--- src/rtl/bus_slave_adapter.sv ---
// bus_slave_adapter: adapts an APB, AHB-Lite or Avalon-MM slave port to the simple sif register interface
module bus_slave_adapter #(
  parameter string BUS_TYPE = "APB",
  parameter int    ADDR_W   = 32,
  parameter int    DATA_W   = 32
) (
  input  logic              clk,
  input  logic              rstn,
  input  logic              psel,
  input  logic              penable,
  input  logic              pwrite,
  input  logic [ADDR_W-1:0] paddr,
  input  logic [DATA_W-1:0] pwdata,
  output logic [DATA_W-1:0] prdata,
  output logic              pready,
  output logic              pslverr,
  input  logic              hsel,
  input  logic              hwrite,
  input  logic [1:0]        htrans,
  input  logic [ADDR_W-1:0] haddr,
  input  logic [DATA_W-1:0] hwdata,
  input  logic              hready,
  output logic [DATA_W-1:0] hrdata,
  output logic              hreadyout,
  output logic              hresp,
  input  logic [ADDR_W-1:0] address,
  input  logic              read,
  input  logic              write,
  input  logic [DATA_W-1:0] writedata,
  output logic [DATA_W-1:0] readdata,
  output logic              readdatavalid,
  output logic              waitrequest,
  output logic [ADDR_W-1:0] sif_addr,
  output logic              sif_we,
  output logic [DATA_W-1:0] sif_wd,
  output logic              sif_re,
  input  logic [DATA_W-1:0] sif_rd
);
  logic unused_in;
  assign unused_in = ^{psel, penable, pwrite, paddr, pwdata, hsel, hwrite, htrans, haddr, hwdata,
                       hready, address, read, write, writedata, sif_rd};
  if (BUS_TYPE == "APB") begin : g_apb
    typedef enum logic [1:0] {A_IDLE, A_ACCESS, A_DONE} apb_t;
    apb_t st, nx;
    logic go, was_rd;
    logic [DATA_W-1:0] rd_q;
    always_ff @(posedge clk or posedge rstn)
      if (rstn) begin
        st <= A_IDLE;
        was_rd <= 1'b0;
        rd_q <= '0;
      end else begin
        st <= nx;
        if (st == A_ACCESS) was_rd <= !pwrite;
        if (st == A_DONE && was_rd) rd_q <= sif_rd;
      end
    // psel dropping in ACCESS abandons the transfer before any strobe
    always_comb
      nx = st == A_IDLE   ? (psel && !penable ? A_ACCESS : A_IDLE) :
           st == A_ACCESS ? (!psel ? A_IDLE : penable ? A_DONE : A_ACCESS) : A_IDLE;
    assign go       = st == A_ACCESS && psel && penable;
    assign sif_we   = go && pwrite;
    assign sif_re   = go && !pwrite;
    assign sif_addr = go ? paddr : '0;
    assign sif_wd   = sif_we ? pwdata : '0;
    assign pready   = st == A_DONE;
    assign prdata   = (st == A_DONE && was_rd) ? sif_rd : rd_q;
    assign pslverr  = 1'b0;
    assign {hrdata, hreadyout, hresp, readdata, readdatavalid, waitrequest} = '0;
  end else if (BUS_TYPE == "AHB") begin : g_ahb
    typedef enum logic [1:0] {H_IDLE, H_WR, H_RD1, H_RD2} ahb_t;
    ahb_t st, nx;
    logic acc;
    logic [ADDR_W-1:0] a_addr;
    logic [DATA_W-1:0] rd_q;
    assign acc = hsel && htrans[1] && hready && st != H_RD1;
    always_ff @(posedge clk or posedge rstn)
      if (rstn) begin
        st <= H_IDLE;
        a_addr <= '0;
        rd_q <= '0;
      end else begin
        st <= nx;
        if (acc) a_addr <= haddr;
        if (st == H_RD2) rd_q <= sif_rd;
      end
    // direction is folded into the data-phase state at address acceptance
    always_comb
      nx = st == H_RD1 ? H_RD2 : acc ? (hwrite ? H_WR : H_RD1) : H_IDLE;
    assign sif_we    = st == H_WR;
    assign sif_re    = st == H_RD1;
    assign sif_addr  = (sif_we || sif_re) ? a_addr : '0;
    assign sif_wd    = sif_we ? hwdata : '0;
    assign hreadyout = st != H_RD1;
    assign hrdata    = st == H_RD2 ? sif_rd : rd_q;
    assign hresp     = 1'b0;
    assign {prdata, pready, pslverr, readdata, readdatavalid, waitrequest} = '0;
  end else if (BUS_TYPE == "AVALON") begin : g_avalon
    logic w, r, rv;
    logic [DATA_W-1:0] rd_q;
    // strobes pass straight through, so reset must gate them explicitly
    assign w = write && !rstn;
    assign r = read && !write && !rstn;
    always_ff @(posedge clk or posedge rstn)
      if (rstn) begin
        rv <= 1'b0;
        rd_q <= '0;
      end else begin
        rv <= r;
        if (rv) rd_q <= sif_rd;
      end
    assign sif_we        = w;
    assign sif_re        = r;
    assign sif_addr      = (w || r) ? address : '0;
    assign sif_wd        = w ? writedata : '0;
    assign readdatavalid = rv;
    assign readdata      = rv ? sif_rd : rd_q;
    assign waitrequest   = 1'b0;
    assign {prdata, pready, pslverr, hrdata, hreadyout, hresp} = '0;
  end else begin : g_bad
    $fatal(1, "bus_slave_adapter: unsupported BUS_TYPE %s", BUS_TYPE);
  end
endmodule

--- config.mk ---
export PLATFORM = sky130hd
export DESIGN_NAME = bus_slave_adapter
export DESIGN_NICKNAME = d
export VERILOG_FILES = /design/src/rtl/bus_slave_adapter.sv
export SDC_FILE = /design/constraint.sdc
export NUM_CORES = 1
export LEC_CHECK = 0
export CAP_MARGIN = 20
export CELL_PAD_IN_SITES_DETAIL_PLACEMENT = 2
export CELL_PAD_IN_SITES_GLOBAL_PLACEMENT = 2
export CORE_AREA = 8 8 169 171
export CTS_CLUSTER_SIZE = 25
export DETAILED_ROUTE_END_ITERATION = 8
export DIE_AREA = 0 0 177 179
export GPL_ROUTABILITY_DRIVEN = 0
export GPL_TIMING_DRIVEN = 0
export PLACE_DENSITY_LB_ADDON = 0.12
export SYNTH_ARGS = -nofsm -noshare
export SYNTH_HDL_FRONTEND = slang
export SYNTH_SLANG_ARGS = --single-unit
--- constraint.sdc ---
create_clock -name clk -period 1.3 [get_ports clk]
set_input_delay 0.26 -clock clk [delete_from_list [all_inputs] [get_ports clk]]
set_output_delay 0.26 -clock clk [all_outputs]
set_load 0.005 [all_outputs]
==> flow_summary.yaml, run 1 <==
clocking:
  cts_tree: "done"
  clk_pin_slew_ns: 0.06
  htree_levels: 2
  clock-root-buffer: "clkbuf_16"
  cts_buffers: 5
  clock_path_buffers: 2
  hold_buffers: 0
  cts.sinks: 35
  clock_latency_ns: 0.28
synth:
  yosys_warnings: 0
  yosys.area_share.simple: 0.173
  synth_compound_area_frac: 0
  synth_top_family_by_area: "buffers and inverters"
  ys_seq_area_frac: 0.345
  synthesis.area_um2: 2540
  avgSynthCellArea_um2: 9.88
  netlist_instances: 257
  ys_ff_latch: 35
  synthAdderAreaFrac: 0
  muxShareOfSynthArea: 0.190
  synth_xor_area_frac: 0
  ys_types: 20
cells_and_area:
  area_growth_pct: 145
  postLayoutCoreUtil: 0.241
  nNetsFinal: 805
  drive_above_1_share: 0.580
  instances_no_fill: 904
  mostFrequentLayoutCell: "clkdlybuf4s50_1"
  antenna_cells: 0
  final_cell_mix: "98 x clkdlybuf4s50_1, 91 x buf_6, 75 x buf_4, 69 x conb_1"
global_routing:
  grt.total_usage: 0.0832
  grt_overflow: 0
  grt_max_degree: 36
  grt_pass1_vias: 3140
  antenna_found_initial: 0
  grt_pass1_wl_um: 20100
sta:
  report.final.slew_viol_count: 0
  fin_crit_ns: 1.89
  fin_worst_skew_ns: 0.00356
  setup_slack_ns: -0.591
  holdWs_ns: 0.326
  fmax_mhz: 529
  finalHoldViolCount: 0
  rsz0062_at_grt: "yes"
  min_period_over_period: 1.45
  setup_viol: 124
worst_setup_path:
  crit_path_max_fanout: 6
  setup.worst_path.start: "g_apb.st[1]$_DFF_PP0_"
  reg2reg_to: "g_apb.rd_q[3]$_DFF_PP0_"
  crit_path_end_kind: "output port"
  r2r_cells: 5
  arrival_ns: 1.63
  r2r_slack_ns: -0.15
  crit_required_ns: 1.04
  worstSetupStartpointType: "flip-flop"
  r2r_start: "g_apb.st[0]$_DFF_PP0_"
  path_class: "flip-flop to output port"
routing:
  antenna_left: 0
  wl_um: 13800
  vias: 2737
  drtIter0Drc: 30
  viasPerCell: 3.03
  drc: 0
  routedWlPerCell_um: 15.3
  firstDrtPassIters: 3
die:
  die_h_um: 179
  placementRows: 59
  dieArea_um2: 31700
  coreArea_um2: 25800
  ioPinCount: 404
  start_util: 0.0986
  die_width_um: 177
worst_hold_path:
  hp-class: "input port to asynchronous set/reset pin"
status:
  violations: "negative setup slack"
  outcome: "complete, but fails checks"
placement:
  dp_hpwl_um: 11400
  dp.cells: 860
  io_buffers: 199
pwr:
  vdd_drop_max_mv: 0.515
  leakagePower_nw: 3.22
  power_density_nw_per_um2: 839
  p_total_mw: 5.21
flow_run:
  maxCapViolCount: 0
## worst max-delay path by stage
stage	endpoint	slack [ns]	depth (start not counted)
finish	sif_wd[20]	-0.59	6
global route	sif_wd[25]	-0.67	6
CTS	prdata[12]	-0.64	5
detailed placement	sif_wd[24]	-1.03	5
global placement	sif_wd[6]	-0.97	5
floorplan	sif_wd[10]	-0.05	3
## power by group
| part | internal [mW] | switching (mW) | total [mW] | leakage, nW |
|---|---|---|---|---|
| Combinational | 1.64 | 0.822 | 2.47 | 2.74 |
| Sequential | 1.42 | 0.102 | 1.52 | 0.408 |
| Clock | 0.749 | 0.479 | 1.23 | 0.0727 |
## cells by family after synthesis
family | after synthesis
muxes | 33
buffers and inverters | 115
DFF | 35
other | 1
and+or+nand+nor | 73
## per-stage QoR
stage	TNS [ns]	cell area, µm²	setup slack (ns)
after CTS	-57.50	6070	-0.639
after floorplan	-2.21	2860	-0.0468
after global routing	-61.15	6220	-0.668
final	-52.49	6220	-0.591
after global placement	-110.39	5270	-0.972
after detailed placement	-81.90	5290	-1.03
## what timing repair did
item,4_1_cts,5_1_grt
pin swaps,18,10
cloned,6,0
setup endpoints to repair,129,129
buffers inserted,27,8
hold endpoints to repair,0,0
resized for setup,565,29
## sequential cells by signal (all words and copies together), names as in the netlist
signal	cells
g_apb.rd_q	32
g_apb.st	2
g_apb.was_rd	1
## synth_stat cells
master | number | share of area
buf_4 | 71 | 0.21
dfrtp_1 | 35 | 0.34
inv_1 | 34 | 0.050
and2_1 | 32 | 0.079
nor3_1 | 32 | 0.063
mux2_4 | 30 | 0.18
buf_6 | 5 | 0.022
clkbuf_1 | 3 | 0.0044
clkbuf_2 | 2 | 0.0039
mux2_2 | 2 | 0.0089
nor2b_1 | 2 | 0.0049
and4b_4 | 1 | 0.0054
conb_1 | 1 | 0.0015
mux2i_1 | 1 | 0.0039
nand2_1 | 1 | 0.0015
nand2b_1 | 1 | 0.0025
nand3b_2 | 1 | 0.0044
nand3b_4 | 1 | 0.0079
nor2_1 | 1 | 0.0015
nor3b_1 | 1 | 0.0030
## worst max-delay path, cell delays in order, from the launching register on
cell and delay (ns):
dfrtp_2 0.45, nand3b_4 0.20, buf_12 0.15, buf_8 0.12, buf_6 0.11, nor3_2 0.17
buf_2 0.14
## layer usage
metal	vias to the layer above	track usage	wire length [µm]
li1	1287	-	-
met1	1292	0.0884	5040
met4	0	0.0112	113
met3	9	0.0413	1610
met5	-	0	0
met2	149	0.149	7080
## layout make-up
class	count	area, µm²
buffer	80	676
clock buffer	6	139
clock inverter	1	5.00
fill	2911	19500
inverter	34	128
multi-input combinational	175	1540
sequential	35	878
tap	335	419
timing repair buffer	238	2430
No activity file was read; power rests on OpenSTA's default activity.
==> run 2: changes to the inputs <==
--- a/config.mk
+++ b/config.mk
@@ -9,7 +9,7 @@
 export CELL_PAD_IN_SITES_DETAIL_PLACEMENT = 2
 export CELL_PAD_IN_SITES_GLOBAL_PLACEMENT = 2
 export CORE_AREA = 8 8 169 171
-export CTS_CLUSTER_SIZE = 25
+export CTS_CLUSTER_SIZE = 30
 export DETAILED_ROUTE_END_ITERATION = 8
 export DIE_AREA = 0 0 177 179
 export GPL_ROUTABILITY_DRIVEN = 0
==> results of run 2 <==
Final layout, timing and power as in run 1 (identical DEF).
==> run 3: changes to the inputs <==
--- a/config.mk
+++ b/config.mk
@@ -13,7 +13,6 @@
 export DETAILED_ROUTE_END_ITERATION = 8
 export DIE_AREA = 0 0 177 179
 export GPL_ROUTABILITY_DRIVEN = 0
-export GPL_TIMING_DRIVEN = 0
 export PLACE_DENSITY_LB_ADDON = 0.12
 export SYNTH_ARGS = -nofsm -noshare
 export SYNTH_HDL_FRONTEND = slang
==> flow_summary.yaml, run 3 (synthesized netlist as in run 1, its figures left out) <==
clocking:
  cts_buffers: 5
  cts_tree: "done"
  clock-root-buffer: "clkbuf_16"
  htree_levels: 2
  clock_path_buffers: 2
  clock_latency_ns: 0.28
  cts.sinks: 35
  clk_pin_slew_ns: 0.06
sta:
  fin_crit_ns: 1.96
  finalHoldViolCount: 0
  holdWs_ns: 0.351
  min_period_over_period: 1.51
  rsz0062_at_grt: "yes"
  fin_worst_skew_ns: 0.00456
  fmax_mhz: 511
  report.final.slew_viol_count: 0
  finalSetupTns_ns: -53.62
  setup_slack_ns: -0.659
  setup_viol: 129
pwr:
  vdd_drop_max_mv: 0.452
  power_density_nw_per_um2: 859
  p_total_mw: 5.14
  leakagePower_nw: 3.00
routing:
  drc: 0
  antenna_left: 0
  vias: 2555
  drtIter0Drc: 41
  viasPerCell: 3.01
  routedWlPerCell_um: 16.3
  wl_um: 13800
  firstDrtPassIters: 4
worst_setup_path:
  crit_path_end_kind: "output port"
  critPathMaxStageDelay_ns: 0.39
  worst_path_most_repeated_cell: "buf_6"
  arrival_ns: 1.70
  reg2reg_to: "g_apb.rd_q[22]$_DFF_PP0_"
  worstSetupStartpointType: "flip-flop"
  path_class: "flip-flop to output port"
  crit_path_max_fanout: 4
  r2r_start: "g_apb.st[1]$_DFF_PP0_"
  r2r_cells: 7
  crit_required_ns: 1.04
  path_cells: "buf_6 -> nand3b_4 -> buf_12 -> buf_8 -> buf_6 -> mux2_4 -> buf_6"
  r2r_slack_ns: -0.27
  path_delay_family: "buffers and inverters"
  crit_slowest_cell: "dfrtp_2"
  cp_num_buf_inv: 5
status:
  outcome: "complete, but fails checks"
  violations: "negative setup slack"
placement:
  dp_slack_ns: -0.938
  io_buffers: 199
  dp.cells: 792
  dp_hpwl_um: 10800
  place_area_um2: 4840
cells_and_area:
  multi_input_area_um2: 1590
  postLayoutCoreUtil: 0.232
  top_register: "g_apb.rd_q"
  seqCellArea_um2: 877
  instances_no_fill: 848
  largest_register_ffs: 32
  drive_above_1_share: 0.528
  fill_cells: 2876
  final_cell_mix: "97 x clkdlybuf4s50_1, 97 x buf_6, 69 x conb_1, 34 x inv_1, 34 x dfrtp_1"
  design_area_um2: 5980
  nNetsFinal: 748
  area_growth_pct: 135
  antenna_cells: 0
  largestRegisters: "g_apb.rd_q x32, g_apb.st x2, g_apb.was_rd x1"
global_routing:
  grt_pass1_wl_um: 20000
  antenna_found_initial: 1
  grt.total_usage: 0.0832
  grt_max_degree: 26
  grt_pass1_vias: 2955
  grt_overflow: 0
die:
  start_util: 0.0986
  dieArea_um2: 31700
  die_width_um: 177
  ioPinCount: 404
  die_h_um: 179
  placementRows: 59
  coreArea_um2: 25800
flow_run:
  maxCapViolCount: 0
worst_hold_path:
  hp-class: "input port to asynchronous set/reset pin"
## run 3: how the worst max path moves through the flow
stage                                startpoint      endpoint  slack, ns  cells after the start
after detailed placement                   psel  sif_addr[18]      -0.94                      5
after floorplan           g_apb.st[1]$_DFF_PP0_    sif_wd[10]      -0.05                      3
final                     g_apb.st[1]$_DFF_PP0_    prdata[16]      -0.66                      7
after global placement                     psel  sif_addr[15]      -0.90                      5
after CTS                 g_apb.st[1]$_DFF_PP0_    prdata[16]      -0.69                      7
after global routing      g_apb.st[1]$_DFF_PP0_    prdata[16]      -0.74                      7
## run 3: layout make-up
type                            instances  share of cell area
Inverter                               34              0.0214
Sequential cell                        35               0.147
Timing Repair Buffer                  261               0.473
Multi-Input combinational cell        175               0.266
Clock buffer                            7              0.0222
Clock inverter                          1            0.000838
Tap cell                              335              0.0701
## run 3: worst min-delay path: cells and delay by family
kind	cells	cell delay, ns
buf+inv	3	0.73
## run 3: metal layers
layer  part of all wire  GRT usage
met5            0.00065          0
met4             0.0056     0.0116
met3               0.12     0.0388
met2               0.51      0.149
met1               0.37     0.0895
## run 3: what timing repair did
action,in CTS,in global routing
buffers inserted,35,8
gates cloned,9,0
hold buffers,0,0
pin swaps,18,17
setup endpoints to repair,101,131
resized for setup,568,27
## run 3: power breakdown
part           switching, mW  internal (mW)  total [mW]
Combinational          0.826           1.61        2.43
Clock                  0.472          0.709        1.18
Sequential             0.105           1.42        1.52
